### config.mk
export PLATFORM = sky130hd
export DESIGN_NAME = instr_encoder
export DESIGN_NICKNAME = d
export VERILOG_FILES = /design/src/rtl/instr_encoder_pkg.sv /design/src/rtl/instr_encoder.sv
export SDC_FILE = /design/constraint.sdc
export NUM_CORES = 1
export LEC_CHECK = 0
export CAP_MARGIN = 10
export CORE_AREA = 2 2 72 57
export DETAILED_ROUTE_END_ITERATION = 10
export DIE_AREA = 0 0 74 59
export PLACE_DENSITY = 0.74
export REMOVE_ABC_BUFFERS = 1
export SLEW_MARGIN = 20
export SYNTH_ARGS = -nofsm -noshare
export SYNTH_HDL_FRONTEND = slang
export SYNTH_SLANG_ARGS = --single-unit
### constraint.sdc
create_clock -name clk -period 4.6 [get_ports clk]
set_clock_uncertainty 0.1 [all_clocks]
set_input_delay 0.69 -clock clk [delete_from_list [all_inputs] [get_ports clk]]
set_output_delay 0.69 -clock clk [all_outputs]
set_load 0.02 [all_outputs]
### src/rtl/instr_encoder_pkg.sv
// Shared opcode, machine-word and FSM definitions for the instruction encoder
// and the control decoder.
package instr_encoder_pkg;

  localparam int OPC_W  = 4;
  localparam int FLD_W  = 5;
  localparam int WORD_W = OPC_W + FLD_W;
  localparam int IMM_W  = 8;

  typedef enum logic [OPC_W-1:0] {
    OP_LOAD   = 4'b0000,
    OP_STORE  = 4'b0001,
    OP_XOR    = 4'b0010,
    OP_BNE    = 4'b0011,
    OP_ADD    = 4'b0100,
    OP_MOV    = 4'b0101,
    OP_LSHIFT = 4'b0110,
    OP_RSHIFT = 4'b0111,
    OP_LOADI  = 4'b1000,
    OP_PARI   = 4'b1001
  } opcode_t;

  typedef enum logic [1:0] {
    ST_IDLE    = 2'd0,
    ST_EMIT    = 2'd1,
    ST_EMIT_LO = 2'd2,
    ST_FULL    = 2'd3
  } state_t;

  function automatic logic is_valid_op(input logic [OPC_W-1:0] op);
    return op <= OP_PARI;
  endfunction

  function automatic logic [WORD_W-1:0] encode_word(input logic [OPC_W-1:0] op,
                                                    input logic [FLD_W-1:0] fld);
    return {op, fld};
  endfunction

endpackage

### src/rtl/instr_encoder.sv
// Turns mnemonic records into 9-bit machine words and writes them sequentially
// into instruction memory; loadi expands into a high-nibble and low-nibble word.
module instr_encoder
  import instr_encoder_pkg::*;
#(
  parameter int AW = 8
) (
  input  logic              clk,
  input  logic              reset,
  input  logic              flush,
  input  logic              in_valid,
  output logic              in_ready,
  input  logic [OPC_W-1:0]  op,
  input  logic [FLD_W-1:0]  operand,
  input  logic [IMM_W-1:0]  imm,
  output logic              wr_en,
  output logic [AW-1:0]     wr_addr,
  output logic [WORD_W-1:0] wr_data,
  output logic              full,
  output logic              err,
  output state_t            state_dbg
);

  localparam logic [AW-1:0] LAST = '1;

  state_t              state, state_n;
  logic [AW-1:0]       addr_n, slot;
  logic                wen_q, wen_n;
  logic [WORD_W-1:0]   data_n;
  logic                full_n, err_n;
  logic [3:0]          lo_q, lo_n;
  logic                xfer;

  // Handshake: a record is consumed only on a cycle where in_valid and
  // in_ready are both high; in_ready never depends on in_valid.
  assign in_ready = reset && !flush &&
                    ((state == ST_IDLE) || ((state == ST_EMIT) && (wr_addr != LAST)));
  assign xfer     = in_valid && in_ready;
  assign wr_en    = wen_q && reset;
  assign state_dbg = state;

  // Address the next accepted word lands on: past the word being written now.
  assign slot = (state == ST_EMIT) ? wr_addr + AW'(1) : wr_addr;

  always_comb begin
    state_n = state;
    addr_n  = (wen_q && (wr_addr != LAST)) ? wr_addr + AW'(1) : wr_addr;
    wen_n   = 1'b0;
    data_n  = wr_data;
    full_n  = full;
    err_n   = err;
    lo_n    = lo_q;

    case (state)
      ST_IDLE: ;
      ST_EMIT: begin
        state_n = (wr_addr == LAST) ? ST_FULL : ST_IDLE;
        full_n  = (wr_addr == LAST);
      end
      ST_EMIT_LO: begin
        state_n = ST_EMIT;
        wen_n   = 1'b1;
        data_n  = encode_word(OP_LOADI, {1'b1, lo_q});
      end
      ST_FULL: ;
      default: state_n = ST_IDLE;
    endcase

    if (xfer) begin
      if (!is_valid_op(op)) begin
        err_n = 1'b1;
      end else if (op == OP_LOADI) begin
        // Both halves must fit; a split loadi would corrupt the program.
        if (slot == LAST) begin
          err_n = 1'b1;
        end else begin
          state_n = ST_EMIT_LO;
          wen_n   = 1'b1;
          data_n  = encode_word(OP_LOADI, {1'b0, imm[7:4]});
          lo_n    = imm[3:0];
        end
      end else begin
        state_n = ST_EMIT;
        wen_n   = 1'b1;
        data_n  = encode_word(op, operand);
      end
    end

    if (flush) begin
      state_n = ST_IDLE;
      addr_n  = '0;
      wen_n   = 1'b0;
      data_n  = wr_data;
      full_n  = 1'b0;
      lo_n    = '0;
    end
  end

  always_ff @(posedge clk) begin
    if (!reset) begin
      state   <= ST_IDLE;
      wr_addr <= '0;
      wen_q   <= 1'b0;
      wr_data <= '0;
      full    <= 1'b0;
      err     <= 1'b0;
      lo_q    <= '0;
    end else begin
      state   <= state_n;
      wr_addr <= addr_n;
      wen_q   <= wen_n;
      wr_data <= data_n;
      full    <= full_n;
      err     <= err_n;
      lo_q    <= lo_n;
    end
  end

endmodule

# --- After elaboration in Yosys (flattened, before gate mapping) ---
# Index checks and enable logic that the tools add are counted.
word_totals:
  elab_cells: 51
  regBits: 26
  output_inout_bits: 23
  inputBits: 21
op_classes:
  mux: 20
  bitwise: 2
  addsub: 1
  eq_ne: 8
  n_reduce_logical: 12
  n_lt_le_gt_ge: 1
ops:
  columns: ["op", "count"]
  rows:
  - ["$mux W9", 5]
  - ["$eq A8 B8 Y1 const B", 2]
  - ["$mux W2", 5]
  - ["$add A8 B1 Y8 const B", 1]
  - ["$mux W1", 8]
  - ["$mux W8", 1]
  - ["$ne A8 B8 Y1 const B", 1]
  - ["$logic_and A1 B1 Y1", 6]
  - ["$eq A4 B4 Y1 const B", 1]
  - ["$le A4 B4 Y1 const B", 1]
  - ["$ne A2 B1 Y1 const B", 2]
  - ["$pmux W2 S2", 1]
  - ["$reduce_and A4 Y1", 1]
  - ["$reduce_and A3 Y1", 1]
  - ["$eq A2 B1 Y1 const B", 1]
  - ["$eq A2 B2 Y1 const B", 1]
  - ["$logic_not A2 Y1", 1]
  - ["$not A1 Y1", 2]
  - ["$reduce_or A2 Y1", 1]
  - ["$logic_not A1 Y1", 1]
  - ["$logic_or A1 B1 Y1", 1]

# --- Depth between registers and ports, before layout ---
# Gate-level depths: netlist of run 1.
logic_depth:
  ltp_word: 7
  ltp_mapped: 8
  ltp_nobuf: 7

# --- Least setup slack after synthesis of run 1 ---
# OpenSTA, ideal clock, no wires.
synth_path:
  path_kind: "input to output"
  startpoint: "in flush"
  endpoint: "out in_ready"
  arrival_time_ns: 1.681
  path_stages: 5
  path_buffers: 2
  path_slack_ns: 2.129
  required_ns: 3.810
  path_cell_list: "clkbuf_1 > inv_1 > nand2_1 > clkbuf_1 > nor2_1"
synth_via:
  elab_chain_len: 3
synth_rtl:
  columns: ["item", "line_no", "rtl"]
  rows:
  - ["from (decl)", "instr_encoder.sv:10", "input logic flush,"]
  - ["$logic_not A1 Y1", "instr_encoder.sv:36", "assign in_ready = reset && !flush &&"]
  - ["$logic_and A1 B1 Y1 (2 in series)", "instr_encoder.sv:36", null]
  - ["to (decl)", "instr_encoder.sv:12", "output logic in_ready,"]
# Every way passes these cells.

# --- Worst setup path after layout of run 1 ---
layout_path:
  startpoint: "in reset"
  endpoint: "out in_ready"
layout_via:
  elab_chain_len: 2
layout_rtl:
  columns: ["item", "line_no", "rtl"]
  rows:
  - ["from (decl)", "instr_encoder.sv:9", "input logic reset,"]
  - ["$logic_and A1 B1 Y1 (2 in series)", "instr_encoder.sv:36", null]
# Every way passes these cells.

==> impl_metrics.env, run 1 <==
export IMPL_synth_area_leaders="sky130_fd_sc_hd__dfxtp_1 33%, sky130_fd_sc_hd__nor2_1 4.1%, sky130_fd_sc_hd__a21oi_1 3.8%"
export IMPL_synth_yosys_seq_area_share_pct=33.2
export IMPL_global_route_overflow_total=0
export IMPL_route_vias_total=1525
export IMPL_worst_path_cell_trace="clkdlybuf4s50_1, nand2_1, nor2_1, clkdlybuf4s50_1"
export IMPL_biggest_area_consumer_among_synthesized_cells="sky130_fd_sc_hd__dfxtp_1"
export IMPL_dominantRegCellSynth="sky130_fd_sc_hd__dfxtp_1"
export IMPL_finalWeightedCongestion=0.925
export IMPL_synth_enable_flop_cells=0
export IMPL_clockBufferDepth=2
export IMPL_cts_inserted_buffers=3
export IMPL_tightestPinTransition_ps=570
export IMPL_post_synth_fa_ha_maj_area_fraction_pct=3.19
export IMPL_crit_fanout=16
export IMPL_cts_setup_buffers=0
export IMPL_drt_drc_violations_left=0
export IMPL_clk_latency_ps=270
export IMPL_power_leakage_nw=0.689
export IMPL_cts_root_buf="sky130_fd_sc_hd__clkbuf_8"
export IMPL_starting_density_pct=43.6
export IMPL_maxCapViolations=0
export IMPL_standard_cell_with_the_maximum_stage_delay_on_the_critical_path="sky130_fd_sc_hd__clkdlybuf4s50_1"
export IMPL_rows=19
export IMPL_post_drt_wl_per_cell_um=14.5
export IMPL_die_w_um=74
export IMPL_timing_final_crit_share_pct=78.2
export IMPL_pwr_density_cell_nw_per_um2=216
export IMPL_cts_tree="built"
export IMPL_crit_buf_inv=2
export IMPL_dpl_hpwl_um=3070
export IMPL_clock_fmax_ghz=0.278
export IMPL_synth_mux_area_fraction_pct=6.79
export IMPL_asyncSetResetFlopFracSynth_pct=0
export IMPL_yosysUniqueCellTypes=52
export IMPL_numPortBuffers=43
export IMPL_drtIter0Drc=102
export IMPL_ys_seq_elements=26
export IMPL_final_cell_count_no_fill=276
export IMPL_hp_start="wr_data[6]"
export IMPL_layout_min_cycle_time_ps=3600
export IMPL_wire_length_of_the_first_global_routing_pass_um=6570
export IMPL_totalWireLength_um=3990
export IMPL_synth_cells=183
export IMPL_synth_top_family_by_area="simple AND/OR/NAND/NOR gates"
export IMPL_synth_compound_area_share_pct=21.6
export IMPL_power_ir_vdd_worst_uv=141
export IMPL_critical_path_endpoint_type="output port"
export IMPL_syn_cell_area_um2=1570
export IMPL_syn2layout_area_growth_pct=33.4
export IMPL_final_common_cell="sky130_fd_sc_hd__clkdlybuf4s50_1"
export IMPL_rr_worst_depth=7
export IMPL_top_family_by_delay_on_critical_path="buffers and inverters"
export IMPL_h_tree_depth=1
export IMPL_r2r_slack_ps=2220
export IMPL_yosysWarningCount=0
export IMPL_clk_transition_reported_paths_ps=90
export IMPL_xor_xnor_fraction_of_synth_area_pct=2.80
export IMPL_finalHoldViolCount=0
export IMPL_post_layout_total_power_w=0.000452
export IMPL_preCtsSetupSlack_ps=1030
export IMPL_ant_nets=0
export IMPL_detail_route_vias_per_cell=5.53
export IMPL_required_ps=3810
export IMPL_grt_max_degree=17
export IMPL_setup_tns_ps=0
export IMPL_postCtsHoldBufs=0
export IMPL_avgSynthCellArea_um2=8.56
export IMPL_worstPathArrival_ps=2810
export IMPL_top_level_ports=44
export IMPL_rsz0062_at_grt="false"
export IMPL_reg2reg_capture_point="wr_data[2]"
export IMPL_fin_worst_hold_slack_ps=381
export IMPL_dpl_cell_count=272
export IMPL_min_delay_worst_endpoint="wr_data[6]"
export IMPL_status="finished clean"
export IMPL_grt_pass1_vias=1401
export IMPL_post_synthesis_simple_gate_area_fraction_pct=29.0
export IMPL_crit_path_max_incr_delay_ps=790
export IMPL_coreArea_um2=3590
export IMPL_antenna_cells_inserted=0
export IMPL_worstSetupPathType="in2out"
export IMPL_critical_path_most_common_cell="sky130_fd_sc_hd__clkdlybuf4s50_1"
export IMPL_setup_viol=0
export IMPL_gr_usage_all_layers_pct=19.4
export IMPL_grt_antenna_before_repair=0
export IMPL_timing_hold_worst_class="reg2reg"
export IMPL_min_delay_path_depth=2
export IMPL_drt_pre_antenna_iters=4
export IMPL_clock_sinks=26
export IMPL_synth_top_cell_area_share_pct=33.2
export IMPL_post_route_cells_drive_above_1_share_pct=12.9
export IMPL_finalNetCount=250
export IMPL_floorplan_die_area_um2=4370
export IMPL_post_cts_resized=0
export IMPL_post_route_worst_setup_slack_ps=1000
export IMPL_most_common_layout_cells="43 x sky130_fd_sc_hd__clkdlybuf4s50_1, 26 x sky130_fd_sc_hd__dfxtp_1, 17 x sky130_fd_sc_hd__nor2_1"
export IMPL_timing_max_slew_rel_slack_pct=61.9
export IMPL_filler_instances=329
export IMPL_timing_rr_start="wr_addr[0]"
export IMPL_critical_path_startpoint_type="primary input"
export IMPL_final_max_slew_viol_count=0
export IMPL_floorplan_die_height_um=59
-- synth_stat cells (4+ instances only) --
master	number
sky130_fd_sc_hd__dfxtp_1	26
sky130_fd_sc_hd__nand3_1	7
sky130_fd_sc_hd__o21ai_2	4
sky130_fd_sc_hd__a21oi_1	12
sky130_fd_sc_hd__mux2i_1	5
sky130_fd_sc_hd__nand4_1	5
sky130_fd_sc_hd__ha_1	4
sky130_fd_sc_hd__o21ai_1	4
sky130_fd_sc_hd__mux2_2	5
sky130_fd_sc_hd__o21ai_0	9
sky130_fd_sc_hd__nor3_1	6
sky130_fd_sc_hd__nor2_1	17
sky130_fd_sc_hd__inv_1	7
sky130_fd_sc_hd__a31oi_1	4
sky130_fd_sc_hd__nand2_1	11
-- logic make-up (layout without fill, tap and decap cells) --
family                   Yosys count  count (layout)
XOR/XNOR                           5               5
multiplexers                      10              10
flip-flops                        26              26
AND/OR/NAND/NOR                   76              76
adder cells (fa/ha/maj)            4               4
buffers and inverters             13              54
AO/OA/AOI/OAI                     49              49
-- area by class of cell --
| cell class | instances | area [um^2] | share of cell area [%] |
|---|---|---|---|
| inverters | 7 | 26.3 | 1.26 |
| multi-input cells | 144 | 992 | 47.5 |
| well taps | 52 | 65.1 | 3.11 |
| repair buffers | 43 | 430 | 20.6 |
| flip-flops and latches | 26 | 520 | 24.9 |
| clock buffers | 4 | 55.1 | 2.63 |
-- routing by layer --
layer,track usage [%],wire (um),up-vias
met4,5.71,36,0
met5,0,0,-
met1,30.0,2060,697
li1,-,-,761
met3,4.08,249,6
met2,26.9,1640,61
-- per-stage QoR --
| stage | area [um^2] | utilization (%) |
|---|---|---|
| 2_1_floorplan | 1540 | - |
| 3_3_place_gp | 2030 | 56.7 |
| 3_5_place_dp | 2030 | 56.7 |
| 4_1_cts | 2090 | 58.2 |
| 5_1_grt | 2090 | 58.2 |
| 6_report | 2090 | 58.2 |
-- how the worst max path moves through the flow --
stage | start | to | slack, ps | cells past startpoint
3_5_place_dp | reset | in_ready | 1030 | 4
2_1_floorplan | wr_addr[0] | in_ready | 2130 | 5
4_1_cts | reset | in_ready | 1030 | 4
5_1_grt | reset | in_ready | 890 | 4
3_3_place_gp | reset | in_ready | 1120 | 4
6_report | reset | in_ready | 1000 | 4
-- sequential cells by signal, indices dropped and copies added (netlist names) --
name       cells
err            1
wr_data        9
full           1
wen_q          1
wr_addr        8
state_dbg      2
lo_q           4
-- where the power goes --
| group | internal [W] | switching, W | total (W) |
|---|---|---|---|
| registers | 0.000230 | 0.00000437 | 0.000235 |
| logic | 0.0000358 | 0.0000332 | 0.0000690 |
| clock network | 0.0000765 | 0.0000714 | 0.000148 |
| total | 0.000343 | 0.000109 | 0.000452 |
-- worst min-delay path, stage by stage, from the launching register on --
cell and delay, ps:
sky130_fd_sc_hd__dfxtp_1 340, sky130_fd_sc_hd__nand2_1 60, sky130_fd_sc_hd__o21ai_1 50
(Power assumes the default switching activity.)
==> inputs of run 2 (changes only) <==
CORE_AREA = 2 2 73 58   (was 2 2 72 57)
DIE_AREA = 0 0 75 60   (was 0 0 74 59)
PLACE_DENSITY = 0.75   (was 0.74)
clock period = 3 ns   (was 4.6 ns; I/O delays follow)
==> impl_metrics.env, run 2 (same netlist as run 1, synthesis figures left out) <==
export IMPL_worstSetupPathType="reg2out"
export IMPL_power_share_clock_pct=29.3
export IMPL_crit_path_max_incr_delay_ps=530
export IMPL_preCtsSetupSlack_ps=404
export IMPL_clockBufferDepth=2
export IMPL_ant_nets=0
export IMPL_drt_pre_antenna_iters=5
export IMPL_crit_fanout=7
export IMPL_setup_tns_ps=0
export IMPL_finalNetCount=255
export IMPL_sw_frac_of_total_pct=24.5
export IMPL_drtIter0Drc=70
export IMPL_timing_final_crit_share_pct=92.4
export IMPL_cts_inserted_buffers=3
export IMPL_totalWireLength_um=4040
export IMPL_tightestPinTransition_ps=554
export IMPL_status="finished clean"
export IMPL_power_leakage_nw=0.706
export IMPL_clock_sinks=26
export IMPL_numPortBuffers=43
export IMPL_grt_antenna_before_repair=0
export IMPL_floorplan_die_height_um=60
export IMPL_maxCapViolations=0
export IMPL_clk_latency_ps=270
export IMPL_final_cell_count_no_fill=283
export IMPL_top_family_by_delay_on_critical_path="simple AND/OR/NAND/NOR gates"
export IMPL_gr_usage_all_layers_pct=19.2
export IMPL_h_tree_depth=1
export IMPL_clk_transition_reported_paths_ps=80
export IMPL_wire_length_of_the_first_global_routing_pass_um=6560
export IMPL_timing_hold_worst_class="reg2reg"
export IMPL_cts_setup_buffers=0
export IMPL_max_flop_register="wr_data"
export IMPL_global_route_overflow_total=0
export IMPL_finalHoldViolCount=0
export IMPL_cts_root_buf="sky130_fd_sc_hd__clkbuf_8"
export IMPL_starting_density_pct=40.9
export IMPL_final_max_slew_viol_count=0
export IMPL_dpl_cell_count=280
export IMPL_worst_path_cell_trace="ha_1, nand3_1, or3_1, a21oi_1, nor2_1, clkdlybuf4s50_1"
export IMPL_top_level_ports=44
export IMPL_timing_max_slew_rel_slack_pct=62.8
export IMPL_rows=20
export IMPL_die_w_um=75
export IMPL_cts_tree="built"
export IMPL_rsz0062_at_grt="false"
export IMPL_detail_route_vias_per_cell=5.41
export IMPL_largest_reg_flops=9
export IMPL_antenna_cells_inserted=0
export IMPL_most_common_layout_cells="43 x sky130_fd_sc_hd__clkdlybuf4s50_1, 25 x sky130_fd_sc_hd__dfxtp_1, 17 x sky130_fd_sc_hd__nor2_1"
export IMPL_critical_path_startpoint_type="flip-flop"
export IMPL_p_seq_share_pct=54.1
export IMPL_pwr_density_cell_nw_per_um2=313
export IMPL_route_vias_total=1531
export IMPL_drt_drc_violations_left=0
export IMPL_post_layout_total_power_w=0.000664
export IMPL_syn2layout_area_growth_pct=35.2
export IMPL_switching_power_w=0.000163
export IMPL_power_ir_vdd_worst_uv=197
export IMPL_coreArea_um2=3830
export IMPL_critical_path_endpoint_type="output port"
export IMPL_dpl_hpwl_um=3040
export IMPL_grt_pass1_vias=1344
export IMPL_regs_by_ff_count="wr_data: 9 flops, wr_addr: 8 flops, lo_q: 4 flops"
export IMPL_worstPathArrival_ps=2220
export IMPL_internal_power_w=0.000501
export IMPL_postCtsHoldBufs=0
export IMPL_finalWeightedCongestion=0.874
export IMPL_setup_viol=0
export IMPL_floorplan_die_area_um2=4500
export IMPL_crit_buf_inv=1
export IMPL_post_drt_wl_per_cell_um=14.3
export IMPL_fin_worst_hold_slack_ps=379
export IMPL_post_cts_resized=0
export IMPL_filler_instances=370
export IMPL_required_ps=2450
export IMPL_post_route_worst_setup_slack_ps=229
export IMPL_clock_fmax_ghz=0.361
export IMPL_standard_cell_with_the_maximum_stage_delay_on_the_critical_path="sky130_fd_sc_hd__clkdlybuf4s50_1"
export IMPL_combPwrFrac_pct=16.5
export IMPL_layout_min_cycle_time_ps=2770
export IMPL_final_common_cell="sky130_fd_sc_hd__clkdlybuf4s50_1"
export IMPL_post_route_cells_drive_above_1_share_pct=14.9
export IMPL_grt_max_degree=16
==> run 2: changes by cell type in the layout (fill, tap and decap cells not counted) <==
cell | previous run | this run
sky130_fd_sc_hd__buf_4 | 0 | 5
sky130_fd_sc_hd__clkbuf_8 | 4 | 3
sky130_fd_sc_hd__dfxtp_1 | 26 | 25
sky130_fd_sc_hd__dfxtp_2 | 0 | 1
==> run 2: final cells by class <==
cell class	count	area, um^2	share of cell area, %
multi-input cells	144	992	46.8
well taps	55	68.8	3.25
inverters	7	26.3	1.24
clock buffers	3	41.3	1.95
repair buffers	48	468	22.1
flip-flops and latches	26	522	24.6
==> run 2: worst reg2reg max path: stages, from the launching register on <==
cell and delay (ps):
sky130_fd_sc_hd__dfxtp_1 430, sky130_fd_sc_hd__ha_1 280, sky130_fd_sc_hd__nand3_1 120, sky130_fd_sc_hd__buf_4 190
sky130_fd_sc_hd__nor3_1 490, sky130_fd_sc_hd__a21oi_1 130, sky130_fd_sc_hd__mux2_2 290, sky130_fd_sc_hd__a21oi_2 110
sky130_fd_sc_hd__o21a_1 130
==> run 2: routing by layer <==
metal	GRT usage [%]	wire length, um
met5	0	0
met4	5.10	47
met3	4.05	203
met2	26.6	1760
met1	29.6	2030
==> run 2: power groups by stage <==
stage / logic, W / registers (W) / clock network [W]
6_report: 0.000110 / 0.000359 / 0.000195
5_1_grt: 0.000119 / 0.000361 / 0.000215
4_1_cts: 0.000110 / 0.000359 / 0.000204
3_5_place_dp: 0.000109 / 0.000367 / 0
3_3_place_gp: 0.000109 / 0.000367 / 0
2_1_floorplan: 0.0000372 / 0.000376 / 0
==> run 2: final timing paths <==
kind	startpoint	end	slack, ps	cells after the start
worst min-delay path	wr_data[6]	wr_data[6]	380	2
worst max-delay path	wr_addr[1]	in_ready	230	6
worst min register to register	wr_data[6]	wr_data[6]	380	2
worst max register to register	wr_addr[1]	state_dbg[0]	680	8
==> run 2: through the flow <==
| step | instance area, um^2 | util (%) |
|---|---|---|
| 2_1_floorplan | 1540 | - |
| 3_3_place_gp | 2080 | 54.2 |
| 3_5_place_dp | 2080 | 54.2 |
| 4_1_cts | 2120 | 55.3 |
| 5_1_grt | 2120 | 55.3 |
| 6_report | 2120 | 55.3 |
